**config.mk**
```make
export PLATFORM = sky130hd
export DESIGN_NAME = result_queues_stage
export DESIGN_NICKNAME = d
export VERILOG_FILES = /design/src/rtl/result_queues_stage.sv
export SDC_FILE = /design/constraint.sdc
export NUM_CORES = 1
export LEC_CHECK = 0
export CORE_UTILIZATION = 53
export DETAILED_ROUTE_END_ITERATION = 16
export PLACE_DENSITY_LB_ADDON = 0.12
export SYNTH_ARGS = -nofsm -noshare
export SYNTH_HDL_FRONTEND = slang
export SYNTH_SLANG_ARGS = --single-unit
```
**constraint.sdc**
```tcl
create_clock -name clk_i -period 5.69 [get_ports clk_i]
set_input_delay 1.138 -clock clk_i [delete_from_list [all_inputs] [get_ports clk_i]]
set_output_delay 1.138 -clock clk_i [all_outputs]
set_load 0.01 [all_outputs]
```
**src/rtl/result_queues_stage.sv**
```systemverilog
// ---------------------------------------------------------------------------
// result_queues_stage
//
// This is the write-side funnel of a lane. The results from ALU, MFPU, VLDU,
// SLDU and MASKU go through it to the single VRF write port.
//
// Each source writes into its own small elastic FIFO. A round-robin arbiter
// drains the FIFO heads toward the VRF. If the VRF does not grant a request,
// for example because of a bank conflict, the arbiter locks onto the offered
// source. The vrf_* outputs then stay frozen until the VRF grants them.
//
// Ports
//   clk_i, rst_i     clock and synchronous active-high reset
//   result_req_i     per-source valid
//   result_addr_i    per-source VRF word address (packed, source 0 in LSBs)
//   result_wdata_i   per-source write data       (packed)
//   result_be_i      per-source byte enables     (packed)
//   result_gnt_o     per-source accept (FIFO not full)
//   vrf_req_o        write request to the VRF
//   vrf_addr_o       write address
//   vrf_wdata_o      write data
//   vrf_be_o         write byte enables
//   vrf_src_o        index of the source being offered
//   vrf_gnt_i        the VRF accepts the write this cycle
//   result_wdone_o   one-hot pulse, the cycle after a source's word commits
// ---------------------------------------------------------------------------
module result_queues_stage #(
    parameter int NrSrc     = 5,
    parameter int BufDepth  = 2,
    parameter int AddrWidth = 10,
    parameter int DataWidth = 64,
    localparam int SrcW     = (NrSrc > 1) ? $clog2(NrSrc) : 1,
    localparam int BeW      = DataWidth / 8
) (
    input  logic                       clk_i,
    input  logic                       rst_i,
    input  logic [NrSrc-1:0]           result_req_i,
    input  logic [NrSrc*AddrWidth-1:0] result_addr_i,
    input  logic [NrSrc*DataWidth-1:0] result_wdata_i,
    input  logic [NrSrc*BeW-1:0]       result_be_i,
    output logic [NrSrc-1:0]           result_gnt_o,
    output logic                       vrf_req_o,
    output logic [AddrWidth-1:0]       vrf_addr_o,
    output logic [DataWidth-1:0]       vrf_wdata_o,
    output logic [BeW-1:0]             vrf_be_o,
    output logic [SrcW-1:0]            vrf_src_o,
    input  logic                       vrf_gnt_i,
    output logic [NrSrc-1:0]           result_wdone_o
);

    localparam int PtrW = (BufDepth > 1) ? $clog2(BufDepth) : 1;
    localparam int CntW = $clog2(BufDepth + 1);

    localparam logic [0:0] ST_IDLE   = 1'b0;
    localparam logic [0:0] ST_LOCKED = 1'b1;

    // Per-source FIFO status and head words.
    logic [NrSrc-1:0]                full;
    logic [NrSrc-1:0]                empty;
    logic [NrSrc-1:0]                push;
    logic [NrSrc-1:0]                pop;
    logic [NrSrc-1:0][AddrWidth-1:0] head_addr;
    logic [NrSrc-1:0][DataWidth-1:0] head_wdata;
    logic [NrSrc-1:0][BeW-1:0]       head_be;

    // Arbiter state.
    logic [0:0]       state_reg;
    logic [SrcW-1:0]  lock_src_reg;
    logic [SrcW-1:0]  rr_ptr_reg;
    logic [NrSrc-1:0] wdone_reg;

    logic [SrcW-1:0]  winner;
    logic             any_valid;
    logic [SrcW-1:0]  sel_src;
    logic             handshake;

    function automatic logic [PtrW-1:0] ptr_inc(input logic [PtrW-1:0] p);
        return (p == PtrW'(BufDepth - 1)) ? '0 : p + PtrW'(1);
    endfunction

    // -----------------------------------------------------------------------
    // Per-source elastic FIFOs
    // -----------------------------------------------------------------------
    genvar gi;
    generate
        for (gi = 0; gi < NrSrc; gi++) begin : g_fifo
            logic [AddrWidth-1:0] addr_mem  [BufDepth];
            logic [DataWidth-1:0] wdata_mem [BufDepth];
            logic [BeW-1:0]       be_mem    [BufDepth];
            logic [PtrW-1:0]      wr_ptr_reg;
            logic [PtrW-1:0]      rd_ptr_reg;
            logic [CntW-1:0]      count_reg;

            assign full[gi]  = (count_reg == CntW'(BufDepth));
            assign empty[gi] = (count_reg == '0);

            // The accept depends only on registered occupancy. A pop in the
            // same cycle does not free a slot for a push in that cycle.
            assign result_gnt_o[gi] = !full[gi];
            assign push[gi] = result_req_i[gi] && !full[gi];
            assign pop[gi]  = handshake && (sel_src == SrcW'(gi));

            always_ff @(posedge clk_i) begin
                if (rst_i) begin
                    wr_ptr_reg <= '0;
                    rd_ptr_reg <= '0;
                    count_reg  <= '0;
                end else begin
                    if (push[gi]) wr_ptr_reg <= ptr_inc(wr_ptr_reg);
                    if (pop[gi])  rd_ptr_reg <= ptr_inc(rd_ptr_reg);
                    if (push[gi] && !pop[gi])
                        count_reg <= count_reg + CntW'(1);
                    else if (!push[gi] && pop[gi])
                        count_reg <= count_reg - CntW'(1);
                end
            end

            // Storage is not reset. Stale words are never offered, because
            // the head is only used while the count is non-zero.
            always_ff @(posedge clk_i) begin
                if (push[gi]) begin
                    addr_mem[wr_ptr_reg]  <= result_addr_i[gi*AddrWidth +: AddrWidth];
                    wdata_mem[wr_ptr_reg] <= result_wdata_i[gi*DataWidth +: DataWidth];
                    be_mem[wr_ptr_reg]    <= result_be_i[gi*BeW +: BeW];
                end
            end

            assign head_addr[gi]  = addr_mem[rd_ptr_reg];
            assign head_wdata[gi] = wdata_mem[rd_ptr_reg];
            assign head_be[gi]    = be_mem[rd_ptr_reg];
        end
    endgenerate

    // -----------------------------------------------------------------------
    // Round-robin winner. The search starts at the source after the last
    // one served. The wrap is explicit, because NrSrc need not be a power
    // of two.
    // -----------------------------------------------------------------------
    always_comb begin
        int idx;
        idx       = 0;
        winner    = '0;
        any_valid = 1'b0;
        for (int k = 1; k <= NrSrc; k++) begin
            idx = int'(rr_ptr_reg) + k;
            if (idx >= NrSrc) idx = idx - NrSrc;
            if (!any_valid && !empty[idx]) begin
                any_valid = 1'b1;
                winner    = SrcW'(idx);
            end
        end
    end

    // While the arbiter is locked, the latched source keeps the port. A
    // higher-priority arrival therefore cannot change the stalled request.
    assign sel_src   = (state_reg == ST_LOCKED) ? lock_src_reg : winner;
    assign vrf_req_o = (state_reg == ST_LOCKED) || any_valid;
    assign handshake = vrf_req_o && vrf_gnt_i;

    assign vrf_src_o   = vrf_req_o ? sel_src : '0;
    assign vrf_addr_o  = vrf_req_o ? head_addr[sel_src]  : '0;
    assign vrf_wdata_o = vrf_req_o ? head_wdata[sel_src] : '0;
    assign vrf_be_o    = vrf_req_o ? head_be[sel_src]    : '0;

    always_ff @(posedge clk_i) begin
        if (rst_i) begin
            state_reg    <= ST_IDLE;
            lock_src_reg <= '0;
            rr_ptr_reg   <= SrcW'(NrSrc - 1);
            wdone_reg    <= '0;
        end else begin
            wdone_reg <= pop;
            if (handshake) begin
                rr_ptr_reg <= sel_src;
                state_reg  <= ST_IDLE;
            end else if (state_reg == ST_IDLE && any_valid) begin
                state_reg    <= ST_LOCKED;
                lock_src_reg <= winner;
            end
        end
    end

    assign result_wdone_o = wdone_reg;

    // -----------------------------------------------------------------------
    // Protocol checks
    // -----------------------------------------------------------------------
    a_no_push_full: assert property (@(posedge clk_i) disable iff (rst_i)
        (push & full) == '0);
    a_no_pop_empty: assert property (@(posedge clk_i) disable iff (rst_i)
        (pop & empty) == '0);
    a_vrf_stable: assert property (@(posedge clk_i) disable iff (rst_i)
        (vrf_req_o && !vrf_gnt_i) |=> (vrf_req_o && $stable(vrf_src_o) &&
        $stable(vrf_addr_o) && $stable(vrf_wdata_o) && $stable(vrf_be_o)));
    a_wdone_onehot: assert property (@(posedge clk_i) disable iff (rst_i)
        $onehot0(result_wdone_o));

endmodule

```
==> out/results.txt, run 1 <==
Sink Count: 857
Mapped Area: 0.0369 mm²
sequential share of the synthesized area: 0.687
area grow syn2layout: 29.7%
initial core utilization: 0.537
worst slew pin tran: 1.20 ns
final slew viol count: 0
Die X: 266 µm
WP data arrival: 4.54 ns
router iterations before antenna repair: 5
Startpoint Class: flip-flop
global route hottest layer: met2
die area: 0.0708 mm²
worst min path class: flip-flop to flip-flop
vias: 25,000
Clock Latency Late Sink: 0.64 ns
cell row count: 96
clock buffer depth: 3
maximum operating frequency: 0.176 GHz
# nets final: 3,420
GRT Overall Usage: 0.312
initial antenna violation count: 55
Final setup viols: 0
Die H: 266 µm
setup ws final: 0.00996 ns
Congestion Overflow GR: 0
Worst Path Max Fanout: 12
I/O pin total: 514
DRT antenna net count: 0
clk root buf: clkbuf_16
post-layout util: 0.696
final hold viol count: 0
# H-tree levels: 3
critical path class: flip-flop to primary output
synth warn: 0
status: completed
endpoint class of the critical path: primary output
ys flop type: edfxtp_1
Syn Inst Count: 2,354
number of flip-flops in the largest register: 640
Starting DRT DRC Count: 2,291
Mapped Nets: 2,787
minimum clock period: 5.68 ns
Biggest register: g_fifo.wdata_mem
first-pass GRT wire length: 161,000 µm
M1 GR Usage: 0.404
routability cong.: 0.897
WL/cell: 28.2 µm
Setup TNS: 0 ns
Period Utilization, post-route: 0.998
number of remaining DRC errors: 0
drt total wl: 113,000 µm
port buffer count: 513
Clock transition at path regs: 0.06 ns
EDFF count, synth: 820
TritonCTS Buffers: 88
top flop regs: g_fifo.wdata_mem (640), g_fifo.addr_mem (100), g_fifo.be_mem (80)
CTS tree: done
dpl hpwl: 73,600 µm
Slew headroom: 0.199
synth unique cells: 83
post-synthesis area per instance: 15.7 µm²
DR vias/cell: 6.21
M3 GR Usage: 0.0713
RSZ-0062 raised after global routing: yes
storage element area: 0.0254 mm²
number of global-route vias before repair: 24,700
commonest cells after routing, fill and taps aside: edfxtp_1, clkdlybuf4s50_1, mux2i_1
commonest non-fill, non-tap cell in the layout: edfxtp_1
met2 Usage GRT: 0.504
Yosys reg bits: 857
Layout Skew: 0.0252 ns
Multi-input gate area: 0.0113 mm²
fillers: 4,694
Core Footprint: 0.0688 mm²
CTS Hold Bufs: 0
WP data required: 4.55 ns
largest net degree at the start of global routing: 83
ratio of cells with drive above 1 in the final layout: 0.233
pre-CTS setup slack: -0.0751 ns
Max-cap violations: 0
Post-synth ARST share: 0
## worst max-delay path: stages, from the launching register on
cell and delay (ns):
dfxtp_4 0.36, inv_2 0.07, ha_4 0.28, buf_6 0.15, nor4b_4 0.35, o22ai_2 0.11
a31oi_2 0.23, o21ai_2 0.10, or2_4 0.26, or4b_4 0.51, buf_4 0.16, o2111ai_4 0.10
and2_4 0.25, buf_4 0.16, buf_16 0.15, buf_4 0.14, o211ai_1 0.13, a22oi_2 0.23
buf_2 0.16
## layout make-up
cell class,instances,share of cell area
tap,931,0.0243
clock buffer,116,0.0493
antenna,39,0.00204
inverter,19,0.00159
timing repair buffer,728,0.151
clock inverter,40,0.00650
sequential,857,0.530
multi-input combinational,1293,0.235
## stage by stage
stage	cell area, µm²	cells	hold slack, ns
floorplan	36900	2354	0.473
global placement	44000	3751	0.482
detailed placement	44000	3751	0.494
CTS	47300	3948	0.502
global route	47900	4017	0.533
finish	47900	4023	0.496
## logic make-up after synthesis
family	Yosys count	share of synthesized area
compound gates	511	0.100
xor+xnor	20	0.00494
fa+ha+maj	15	0.00508
buf+inv	204	0.0246
flops	857	0.687
mux	508	0.144
simple gates	239	0.0349
## repair_timing
action / CTS / global route
gates resized for setup: 394 / 111
pin swaps: 75 / 93
cloned: 6 / 3
setup endpoints to repair: 85 / 84
buffers inserted: 35 / 36
## synthesized netlist by cell type (all sizes together) (3+ instances only)
cell      n  share of area
edfxtp  820           0.67
mux2i   331          0.090
mux2    177          0.054
a22oi   168          0.034
o211ai  167          0.034
clkbuf  112          0.011
a31oi    85          0.014
nand3    84          0.011
buf      73          0.011
nor2     44         0.0045
dfxtp    37          0.020
a21oi    21         0.0033
o21ai    21         0.0029
inv      19         0.0020
nand2    17         0.0017
nor3     16         0.0022
xor2     16         0.0040
ha       15         0.0051
nor2b    14         0.0024
nor4     11         0.0026
nand2b    9         0.0015
and3      8         0.0014
a211oi    7         0.0014
or3       7         0.0012
or2       6         0.0011
and2      5        0.00085
a311oi    4        0.00095
nand4     4        0.00068
xnor2     4        0.00095
a31o      3        0.00071
nor3b     3        0.00074
o21a      3        0.00061
o22ai     3        0.00051
o31ai     3        0.00074
or3b      3        0.00071
## layer usage
layer  share of wire  wire length (µm)
met5          0.0023               262
met4           0.036              4060
met3           0.090             10200
met2            0.49             55500
met1            0.38             43300
## final timing paths
| kind | slack [ns] | start | to | cells past startpoint |
|---|---|---|---|---|
| worst max-delay path | 0.01 | rr_ptr_reg[0] | vrf_wdata_o[52] | 18 |
| worst min-delay path | 0.50 | lock_src_reg[2] | lock_src_reg[2] | 2 |
| worst max register to register | 0.78 | rr_ptr_reg[0] | g_fifo[3].count_reg[1] | 21 |
| worst min register to register | 0.50 | lock_src_reg[2] | lock_src_reg[2] | 2 |
Power of run 1 is not shown: default switching activity piles up to over one toggle a cycle in this logic, so the estimate is an artifact.
==> run 2, diff against run 1 <==
Settings changed: GPL_TIMING_DRIVEN set to 0.
==> out/results.txt, run 2 (same netlist as run 1, synthesis figures left out) <==
minimum clock period: 6.09 ns (+0.405 ns)
Placed Area: 0.0437 mm² (-0.60%)
initial antenna violation count: 52 (-5.5%)
clock buffer depth: 3 (unchanged)
dpl hpwl: 78,500 µm (+6.7%)
clk root buf: clkbuf_16
Period Utilization, post-route: 1.07 (+0.0712)
Clock transition at path regs: 0.06 ns (about the same)
Startpoint Class: flip-flop
area grow syn2layout: 31.3%
cell row count: 96 (unchanged)
largest net degree at the start of global routing: 52 (-37%)
WP data arrival: 4.95 ns (+0.41 ns)
failing checks: setup timing
Biggest register: g_fifo.wdata_mem
TritonCTS Buffers: 88 (unchanged)
Core Footprint: 0.0688 mm² (unchanged)
Clock Latency Late Sink: 0.65 ns (about the same)
CTS tree: done
initial core utilization: 0.537 (unchanged)
reg2reg start: rr_ptr_reg[1]
endpoint class of the critical path: primary output
number of global-route vias before repair: 25,100 (+1.7%)
CP max-delay cell: or4b_4
cell area after layout: 0.0485 mm² (+1.3%)
Layout Skew: 0.0214 ns (-0.00378 ns)
commonest non-fill, non-tap cell in the layout: edfxtp_1
DR vias/cell: 6.15 (-0.93%)
port buffer count: 512 (-0.19%)
Critical path buffers and inverters: 7 (unchanged)
drt total wl: 114,000 µm (+0.77%)
final hold viol count: 0 (unchanged)
Die X: 266 µm (unchanged)
number of remaining DRC errors: 0 (unchanged)
WL/cell: 27.9 µm (-0.83%)
status: complete, but fails checks
post-layout util: 0.705 (+0.00871)
Top Family by Delay on Critical Path: compound AO/OA/AOI/OAI gates
placed cell count: 3,816 (+1.7%)
GRT Overall Usage: 0.311 (-0.000722)
Final Non-Filler Cells: 4,088 (+1.6%)
maximum operating frequency: 0.164 GHz (-6.7%)
I/O pin total: 514 (unchanged)
CP max stage delay: 0.53 ns (+0.02 ns)
WP data required: 4.55 ns (about the same)
number of flip-flops in the largest register: 640 (unchanged)
CP cell instances: buf_8 -> clkinvlp_4 -> ha_4 -> or2_4 -> a31oi_4 -> a21oi_2 -> o22a_1 -> or3_4 -> buf_8 -> or4b_4 -> o211ai_1 -> buf_4 -> buf_12 -> buf_8 -> mux2i_1 -> o211ai_1 -> a22oi_1 -> buf_2
Final setup viols: 82 (+82)
first-pass GRT wire length: 160,000 µm (-0.78%)
worst min path class: flip-flop to flip-flop
worst slew pin tran: 1.44 ns (+0.237 ns)
Congestion Overflow GR: 0 (unchanged)
routability cong.: 0.891 (-0.76%)
Setup TNS: -24.85 ns (-24.85 ns)
# nets final: 3,491 (+2.1%)
Worst Setup SP: rr_ptr_reg[1]
ratio of cells with drive above 1 in the final layout: 0.224 (-0.00892)
Top cell by count, worst path: buf_8
commonest cells after routing, fill and taps aside: edfxtp_1, clkdlybuf4s50_1, mux2i_1
RSZ-0062 raised after global routing: yes
Die H: 266 µm (unchanged)
# H-tree levels: 3 (unchanged)
Slew headroom: 0.0415 (-0.158)
Worst Path Max Fanout: 8 (-4)
Starting DRT DRC Count: 2,687 (+17%)
vias: 25,200 (+0.67%)
fillers: 4,602 (-2.0%)
DRT antenna net count: 0 (unchanged)
die area: 0.0708 mm² (unchanged)
Sink Count: 857 (unchanged)
setup ws final: -0.395 ns (-0.405 ns)
Max-cap violations: 0 (unchanged)
top flop regs: g_fifo.wdata_mem (640), g_fifo.addr_mem (100), g_fifo.be_mem (80)
critical path class: flip-flop to primary output
router iterations before antenna repair: 7 (+2)
hold path startpoint: lock_src_reg[2]
final slew viol count: 0 (unchanged)
==> run 2: worst paths after layout <==
path | endpoint | slack [ns] | cells past startpoint
hold / removal | lock_src_reg[2] | 0.50 | 2
setup reg to reg | g_fifo[0].count_reg[1] | 0.65 | 22
hold reg to reg | lock_src_reg[2] | 0.50 | 2
setup / recovery | vrf_wdata_o[42] | -0.40 | 18
==> run 2: worst reg2reg max path, delay by kind of cell, from the launching register on <==
family / cells / cell delay [ns]
DFF: 1 / 0.35
buffers and inverters: 9 / 1.15
and+or+nand+nor: 6 / 2.06
adders and majority gates: 2 / 0.63
AOI/OAI and AO/OA: 5 / 0.78
==> run 2: layout make-up <==
| cell class | count | area, µm² | share of cell area |
|---|---|---|---|
| plain buffers | 177 | 1240 | 0.0256 |
| flip-flops and latches | 857 | 25400 | 0.523 |
| clock buffers | 115 | 2370 | 0.0488 |
| multi-input cells | 1293 | 11400 | 0.234 |
| repair buffers | 622 | 6390 | 0.132 |
| diodes | 27 | 67.6 | 0.00139 |
| inverters | 19 | 86.3 | 0.00178 |
| clock inverters | 47 | 449 | 0.00926 |
| well taps | 931 | 1160 | 0.0240 |
==> run 2: through the flow <==
stage,hold slack (ns),setup slack [ns]
CTS,0.504,-0.396
global placement,0.485,-2.80
detailed placement,0.495,-1.91
global route,0.565,-0.505
finish,0.502,-0.395
floorplan,0.473,0.521
==> run 2: metal layers <==
metal,global-route usage,up-vias,wire (µm)
li1,-,11000,-
met1,0.391,12600,43600
met2,0.513,1181,55500
met3,0.0797,290,10300
met4,0.130,50,4490
met5,0,-,306
==> run 2: what timing repair did <==
action	CTS	global route
setup buffers	49	24
pin swaps	100	112
gates cloned	9	13
gates resized for setup	564	104
endpoints found under the setup margin	91	86
hold endpoints to repair	0	0
hold buffers	0	0
Power of run 2 is left out for the same reason.
